[src/rtl/buff_rmw_client.sv]
//------------------------------------------------------------------------------
// Module   : buff_rmw_client
// Brief    : Credit-gated read-modify-write requester for an indexed buffer.
// Revision : 1.0 - initial release
//------------------------------------------------------------------------------
`default_nettype none

module buff_rmw_client #(
  parameter int IDX_W        = 8,
  parameter int DATA_W       = 32,
  parameter int MAX_CREDITS  = 16,
  parameter int INIT_CREDITS = 0,
  parameter int ACK_TIMEOUT  = 64,
  localparam int c_cw        = $clog2(MAX_CREDITS + 1)
) (
  input  logic              AXI_ACLK,
  input  logic              AXI_ARESET,
  input  logic              cmd_valid,
  output logic              cmd_ready,
  input  logic [IDX_W-1:0]  cmd_idx,
  input  logic [DATA_W-1:0] cmd_delta,
  input  logic              cmd_shrink,
  input  logic              credit_valid,
  input  logic [7:0]        credit_out,
  output logic              credit_ready,
  output logic              read_idx_valid,
  output logic [IDX_W-1:0]  read_idx,
  input  logic              read_idx_ready,
  output logic              read_will_update,
  output logic              is_shrink,
  input  logic              read_data_valid,
  input  logic [DATA_W-1:0] read_data,
  output logic              read_data_ready,
  output logic              update_idx_valid,
  output logic [IDX_W-1:0]  update_idx,
  output logic              update_data_valid,
  output logic [DATA_W-1:0] update_data,
  input  logic              update_ready,
  input  logic              update_receive_ack,
  output logic              rsp_valid,
  output logic [DATA_W-1:0] rsp_data,
  input  logic              rsp_ready,
  output logic [c_cw-1:0]   credits,
  output logic              ERROR
);

  localparam int c_tw = $clog2(ACK_TIMEOUT + 1);
  localparam int c_sw = ((c_cw > 8) ? c_cw : 8) + 2;

  typedef enum logic [2:0] {
    S_IDLE  = 3'd0,
    S_REQ   = 3'd1,
    S_RDATA = 3'd2,
    S_UPD   = 3'd3,
    S_ACK   = 3'd4,
    S_RSP   = 3'd5
  } state_t;

  state_t              r_state;
  logic                r_live;
  logic [IDX_W-1:0]    r_idx;
  logic [DATA_W-1:0]   r_delta;
  logic                r_shrink;
  logic                r_read_idx_valid;
  logic                r_will_update;
  logic                r_is_shrink;
  logic                r_read_data_ready;
  logic                r_upd_valid;
  logic [DATA_W-1:0]   r_update_data;
  logic                r_rsp_valid;
  logic [c_tw-1:0]     r_timer;
  logic [c_cw-1:0]     r_credits;
  logic                r_error;

  logic                w_consume;
  logic [c_sw-1:0]     w_sum;
  logic                w_ovf;
  logic                w_timeout;

  // A single outstanding command means a consume never underflows the counter.
  assign w_consume = (r_state == S_REQ) && read_idx_ready && !r_shrink;
  assign w_sum     = c_sw'(r_credits)
                   + (credit_valid ? c_sw'(credit_out) : c_sw'(0))
                   - (w_consume ? c_sw'(1) : c_sw'(0));
  assign w_ovf     = w_sum > c_sw'(MAX_CREDITS);
  assign w_timeout = (r_state == S_ACK) && !update_receive_ack
                   && (r_timer == c_tw'(ACK_TIMEOUT - 1));

  assign cmd_ready = (r_state == S_IDLE) && r_live
                   && (!cmd_valid || cmd_shrink || (r_credits != '0));

  always_ff @(posedge AXI_ACLK) begin
    if (AXI_ARESET) begin
      r_state           <= S_IDLE;
      r_live            <= 1'b0;
      r_idx             <= '0;
      r_delta           <= '0;
      r_shrink          <= 1'b0;
      r_read_idx_valid  <= 1'b0;
      r_will_update     <= 1'b0;
      r_is_shrink       <= 1'b0;
      r_read_data_ready <= 1'b0;
      r_upd_valid       <= 1'b0;
      r_update_data     <= '0;
      r_rsp_valid       <= 1'b0;
      r_timer           <= '0;
      r_credits         <= c_cw'(INIT_CREDITS);
      r_error           <= 1'b0;
    end else begin
      r_live    <= 1'b1;
      r_credits <= w_ovf ? c_cw'(MAX_CREDITS) : w_sum[c_cw-1:0];
      r_error   <= r_error | w_ovf | w_timeout;

      case (r_state)
        S_IDLE: begin
          if (cmd_valid && cmd_ready) begin
            r_idx            <= cmd_idx;
            r_delta          <= cmd_delta;
            r_shrink         <= cmd_shrink;
            r_read_idx_valid <= 1'b1;
            r_will_update    <= !cmd_shrink;
            r_is_shrink      <= cmd_shrink;
            r_state          <= S_REQ;
          end
        end
        S_REQ: begin
          if (read_idx_ready) begin
            r_read_idx_valid <= 1'b0;
            if (r_shrink) begin
              r_state <= S_IDLE;
            end else begin
              r_read_data_ready <= 1'b1;
              r_state           <= S_RDATA;
            end
          end
        end
        S_RDATA: begin
          if (read_data_valid) begin
            r_read_data_ready <= 1'b0;
            r_update_data     <= read_data + r_delta;
            r_upd_valid       <= 1'b1;
            r_state           <= S_UPD;
          end
        end
        S_UPD: begin
          if (update_ready) begin
            r_upd_valid <= 1'b0;
            r_timer     <= '0;
            r_state     <= S_ACK;
          end
        end
        S_ACK: begin
          // On timeout the consumed credit is deliberately left unreturned.
          if (update_receive_ack) begin
            r_rsp_valid <= 1'b1;
            r_state     <= S_RSP;
          end else if (w_timeout) begin
            r_state <= S_IDLE;
          end else begin
            r_timer <= r_timer + c_tw'(1);
          end
        end
        S_RSP: begin
          if (rsp_ready) begin
            r_rsp_valid <= 1'b0;
            r_state     <= S_IDLE;
          end
        end
        default: r_state <= S_IDLE;
      endcase
    end
  end

  assign credit_ready      = r_live;
  assign read_idx_valid    = r_read_idx_valid;
  assign read_idx          = r_idx;
  assign read_will_update  = r_will_update;
  assign is_shrink         = r_is_shrink;
  assign read_data_ready   = r_read_data_ready;
  assign update_idx_valid  = r_upd_valid;
  assign update_idx        = r_idx;
  assign update_data_valid = r_upd_valid;
  assign update_data       = r_update_data;
  assign rsp_valid         = r_rsp_valid;
  assign rsp_data          = r_update_data;
  assign credits           = r_credits;
  assign ERROR             = r_error;

endmodule

`default_nettype wire
[config.mk]
export PLATFORM = sky130hd
export DESIGN_NAME = buff_rmw_client
export DESIGN_NICKNAME = d
export VERILOG_FILES = /design/src/rtl/buff_rmw_client.sv
export SDC_FILE = /design/constraint.sdc
export NUM_CORES = 1
export LEC_CHECK = 0
export CAP_MARGIN = 10
export CORE_UTILIZATION = 30
export DETAILED_ROUTE_END_ITERATION = 8
export HOLD_SLACK_MARGIN = 0.12
export PLACE_DENSITY = 0.64
export SYNTH_ARGS = -nofsm -noshare
export SYNTH_HDL_FRONTEND = slang
export SYNTH_SLANG_ARGS = --single-unit
export TNS_END_PERCENT = 50
[constraint.sdc]
create_clock -name AXI_ACLK -period 2.8 [get_ports AXI_ACLK]
set_input_delay 0.42 -clock AXI_ACLK [delete_from_list [all_inputs] [get_ports AXI_ACLK]]
set_output_delay 0.42 -clock AXI_ACLK [all_outputs]
set_load 0.1 [all_outputs]
Word-level counts from Yosys, hierarchy flattened
Index checks and enable logic that the tools add are counted.
{ "totals": {"reg_bits": 95, "output_inout_bits": 95} }
{ "op_classes": {"add_sub_neg": 4, "n_lt_le_gt_ge": 1, "n_eq_ne": 16, "n_mux": 30, "bitwise": 2, "reduce_logical": 29} }
{ "op_table": {"columns": ["operator", "count"], "rows": [
  ["adder 32 bit", 1],
  ["2-to-1 mux 3 bit", 7],
  ["2-to-1 mux 7 bit", 3],
  ["one-hot mux 3 bit (6 select lines)", 1],
  ["!= test 2 bit, second input constant", 8],
  ["one-hot mux 7 bit (2 select lines)", 1],
  ["2-to-1 mux 1 bit", 11],
  ["greater-than comparator 10 x 5 -> 1 bit, second input constant", 1],
  ["nonzero test 2 bit", 5],
  ["subtractor 9 x 1 -> 10 bit", 1],
  ["adder 5 x 8 -> 9 bit", 1],
  ["AND reduction 3 bit", 3],
  ["2-to-1 mux 8 bit", 1],
  ["one-hot mux 1 bit (2 select lines)", 4],
  ["AND reduction 4 bit", 2],
  ["adder 7 x 1 -> 7 bit, second input constant", 1],
  ["equality test 7 x 6 -> 1 bit, second input constant", 1],
  ["logical AND 1 bit", 7],
  ["equality test 3 x 2 -> 1 bit, second input constant", 2],
  ["equality test 3 bit, second input constant", 2],
  ["AND reduction 6 bit", 1],
  ["2-to-1 mux 5 bit", 1],
  ["nonzero test 5 bit", 1],
  ["zero test 1 bit", 4],
  ["other kinds (9)", 12]
]} }

Logic depth before layout (Yosys ltp)
{ "logic_depth": {"word_depth": 8, "mapped_depth": 15} }

Least setup slack after synthesis
Ideal clock, no wire load.
{ "synth_timing": {"kind": "flip-flop to flip-flop", "from": "register, netlist name is_shrink", "to": "register r_credits[4] (netlist: credits[4])", "setup_ns": 0.132, "arrival_time_ns": 3.095, "required_ns": 2.668, "slack_ns": -0.427, "path_stages_with_launch": 14, "cell_sequence": "dfxtp_1 nor4_1 ha_1 inv_1 ha_1 fa_1 a21o_1 a21oi_1 nor2b_1 o21ai_0 a21oi_1 nor2_1 and4_1 a21oi_1"} }
{ "synth_rtl": {"columns": ["element", "line", "source"], "rows": [
  ["end signal: assignment", "107", "r_credits <= c_cw'(INIT_CREDITS);"],
  ["end signal: assignment", "111", "r_credits <= w_ovf ? c_cw'(MAX_CREDITS) : w_sum[c_cw-1:0];"],
  ["end: declaration", "72", "logic [c_cw-1:0] r_credits;"]
]} }

Worst setup path after layout
{ "layout_timing": {"from": "input port read_data[0]", "to": "register r_update_data[26] (netlist: rsp_data[26])"} }
{ "layout_between": {"elab_chain_len": 1} }
{ "layout_rtl": {"columns": ["element", "line", "source"], "rows": [
  ["start: declaration", "32", "input logic [DATA_W-1:0] read_data,"],
  ["adder 32 bit", "140", "r_update_data <= read_data + r_delta;"],
  ["end signal: assignment", "140", null],
  ["end: declaration", "69", "logic [DATA_W-1:0] r_update_data;"]
]} }
Every way passes these cells.
A chain may end at the register's enable or synchronous reset.

==> key figures <==
Run
  – Max cap viols: 0

Critical path
  – WP data required: 3.08 ns
  – Critical setup path kind: in -> reg
  – Critical path arrival: 2.97 ns
  – CP max stage cell: clkdlybuf4s50_1
  – CP Capture Type: flop
  – Critical path cell sequence: clkdlybuf4s50_1 -> ha_1 -> inv_1 -> fa_1 -> nor2b_2 -> o2111ai_2 -> a21oi_2 -> o22ai_2 -> nand3_2 -> a31oi_4 -> or4_1 -> o211ai_2
  – Critical path's largest stage delay: 0.46 ns
  – CP top delay family: compound AO/OA/AOI/OAI gates
  – Critical path launch point type: input port
  – Buffer and inverter count on the worst path: 2
  – Critical Path Fanout Max: 4

Floorplanning
  – Starting density of the core: 0.309
  – Die area: 20800 um^2
  – Die height: 144 um
  – Core area: 19700 um^2
  – IO Count: 185
  – Die Width: 144 um
  – Rows: 51

Route
  – Routed wl met3: 765 um
  – Detailed Route WL: 17900 um
  – TritonRoute pass-1 iters: 5
  – Detail Route met2 WL: 8350 um
  – Post-DRT Antenna Nets: 0
  – Wire length per cell: 14.5 um
  – DR vias: 5905
  – Vias per cell: 4.77
  – Initial drt markers: 354
  – DR top layer: met4
  – Met1 wire length: 8560 um
  – DRC Markers: 0

Global route
  – Antenna violations before repair: 0
  – Grt total ovfl: 0
  – Total GRT Usage: 0.174
  – Largest net degree at the start of global routing: 37
  – Vias in the first global route: 5567
  – First-pass GRT wire length: 28000 um

Clock tree
  – Cts bufs inserted: 9
  – CTS tree: done
  – Max Root-Sink Buffers: 2
  – Worst-path clk slew: 0.07 ns
  – Clock Tree Root: clkbuf_16
  – H-tree depth: 3
  – Clk sink count: 95
  – Clock Latency Late Sink: 0.35 ns

Finish
  – Commonest non-fill, non-tap cell in the layout: buf_4
  – Nets: 1106
  – Most frequent cells in the layout: 163 x buf_4, 158 x nand2_1, 102 x a21oi_1
  – Post-route insts no fill: 1238
  – Final Cell Area: 8460 um^2
  – Area Overhead vs Synth: 39.5%
  – Layout cells sized above 1: 0.237

Power and ir drop
  – Peak VDD IR: 0.219 mV
  – Switching part of the total: 0.357
  – Leak pwr: 3.66 nW
  – Gate power share: 0.359
  – Total power: 4.36 mW
  – Int Pwr: 2.80 mW
  – Clock power frac: 0.304
  – Power per cell area: 515 nW/um^2
  – Reg power frac: 0.337
  – Switching Power: 1.55 mW

Yosys
  – Syn Area/Cell: 7.78 um^2
  – Flops & latches, synth: 95
  – Post-synth EDFFs: 0
  – Synth Instances: 779
  – Synth unique cells: 71
  – Post-synth ARST share: 0
  – Mapped cell area: 6060 um^2
  – Seq/Total Area, Yosys: 0.314
  – Syn Nets: 917
  – Synth Warn #: 0
  – Main synth FF type: dfxtp_1

Worst hold path
  – Hold/Removal Path Class: reg -> reg

Outcome
  – Outcome: complete, no violations

Placed design
  – Dpl hpwl: 14000 um
  – Cell Area, Placed: 7990 um^2
  – Routability cong.: 0.874
  – Placed insts: 1214
  – Pre-CTS WS: -0.569 ns
  – # port buffers: 184

STA
  – Worst slew margin: 0.688
  – Final setup TNS: 0 ns
  – Fin crit share: 0.959
  – Final setup viols: 0
  – Final Hold Viols: 0
  – Final worst slack: 0.116 ns
  – Worst Tran Pin Value: 0.468 ns
  – Max frequency: 373 MHz
  – RSZ-0062 raised after global routing: yes
  – Pins Over Slew Limit: 0
  – Worst Skew: 0.00433 ns
  – Tmin final: 2.68 ns
==> final timing paths <==
kind	start	end	slack, ns	cells past startpoint
setup / recovery	read_data[0]	rsp_data[26]$_SDFFE_PP0P_	0.12	12
hold / removal	read_data_ready$_SDFFE_PP0P_	read_data_ready$_SDFFE_PP0P_	0.45	2
setup reg to reg	is_shrink$_SDFFE_PP0P_	ERROR$_SDFF_PP0_	0.15	12
hold reg to reg	read_data_ready$_SDFFE_PP0P_	read_data_ready$_SDFFE_PP0P_	0.45	2
==> metal layers <==
metal,vias up,GRT usage
met2,151,0.284
li1,3044,-
met3,15,0.0245
met5,-,0
met4,0,0.0665
met1,2695,0.232
==> registers in the layout, indices dropped and copies added (netlist names), 3 cells and up <==
| name | flops |
|---|---|
| r_state | 3 |
| credits | 5 |
| rsp_data | 32 |
| r_timer | 7 |
| read_idx | 8 |
| r_delta | 32 |
==> area by class of cell <==
type / instances / area (um^2)
inverters: 29 / 109
diodes: 1 / 2.50
clock inverters: 4 / 70.1
well taps: 265 / 332
fillers: 2015 / 11200
multi-input cells: 579 / 3640
flip-flops and latches: 95 / 1910
clock buffers: 11 / 243
repair buffers: 254 / 2150
==> kinds of logic (layout without fill, tap and decap cells) <==
logic type / Yosys count / count (layout) / synth area share
multiplexers: 3 / 3 / 0.00516
flip-flops: 95 / 95 / 0.314
AO/OA/AOI/OAI: 220 / 220 / 0.232
XOR/XNOR: 31 / 31 / 0.0448
buffers and inverters: 105 / 298 / 0.101
AND/OR/NAND/NOR: 277 / 277 / 0.202
other: 0 / 1 / 0
adder cells (fa/ha/maj): 48 / 48 / 0.102
==> repair_timing <==
action | in CTS | in global routing
pin swaps | 9 | 14
setup buffers | 5 | 3
endpoints found under the setup margin | 6 | 11
hold buffers | 0 | 0
resized for setup | 12 | 13
==> cells in the mapped netlist (4+ instances only) <==
cell	instances	area (um^2)
or3_1	5	31.3
buf_2	5	25.0
ha_1	46	576
nor2_1	44	165
nand3_1	18	90.1
nand4_1	6	37.5
clkbuf_1	17	63.8
buf_6	4	45.0
a21oi_1	104	521
nand2_1	160	601
a211oi_1	8	60.1
and3_1	5	31.3
a21o_1	15	113
inv_1	29	109
xor2_1	20	175
dfxtp_1	95	1900
o21ai_1	16	80.1
nor3_1	9	45.0
a31oi_1	6	37.5
nor2b_1	6	37.5
o21ai_0	20	100
buf_4	46	345
xnor2_1	11	96.3
o21a_1	7	52.6
a21oi_2	7	61.3
==> tightest hold or removal path, cell delays in order (launching register included) <==
cell,delay (ns)
dfxtp_1,0.31
inv_1,0.05
a21boi_1,0.05
==> power by group through the flow <==
| stage | Sequential, mW | Clock, mW | Combinational [mW] |
|---|---|---|---|
| 6_report | 1.47 | 1.32 | 1.56 |
| 3_3_place_gp | 1.50 | 0 | 1.50 |
| 2_1_floorplan | 1.72 | 0 | 0.836 |
| 5_1_grt | 1.48 | 1.41 | 1.68 |
| 4_1_cts | 1.47 | 1.37 | 1.54 |
| 3_5_place_dp | 1.50 | 0 | 1.51 |
==> stage by stage <==
| stage | hold WS, ns | util |
|---|---|---|
| 2_1_floorplan | 0.440 | - |
| 3_3_place_gp | 0.436 | 0.406 |
| 3_5_place_dp | 0.441 | 0.406 |
| 4_1_cts | 0.452 | 0.426 |
| 5_1_grt | 0.478 | 0.430 |
| 6_report | 0.450 | 0.430 |
No activity file was read; power rests on OpenSTA's default activity.
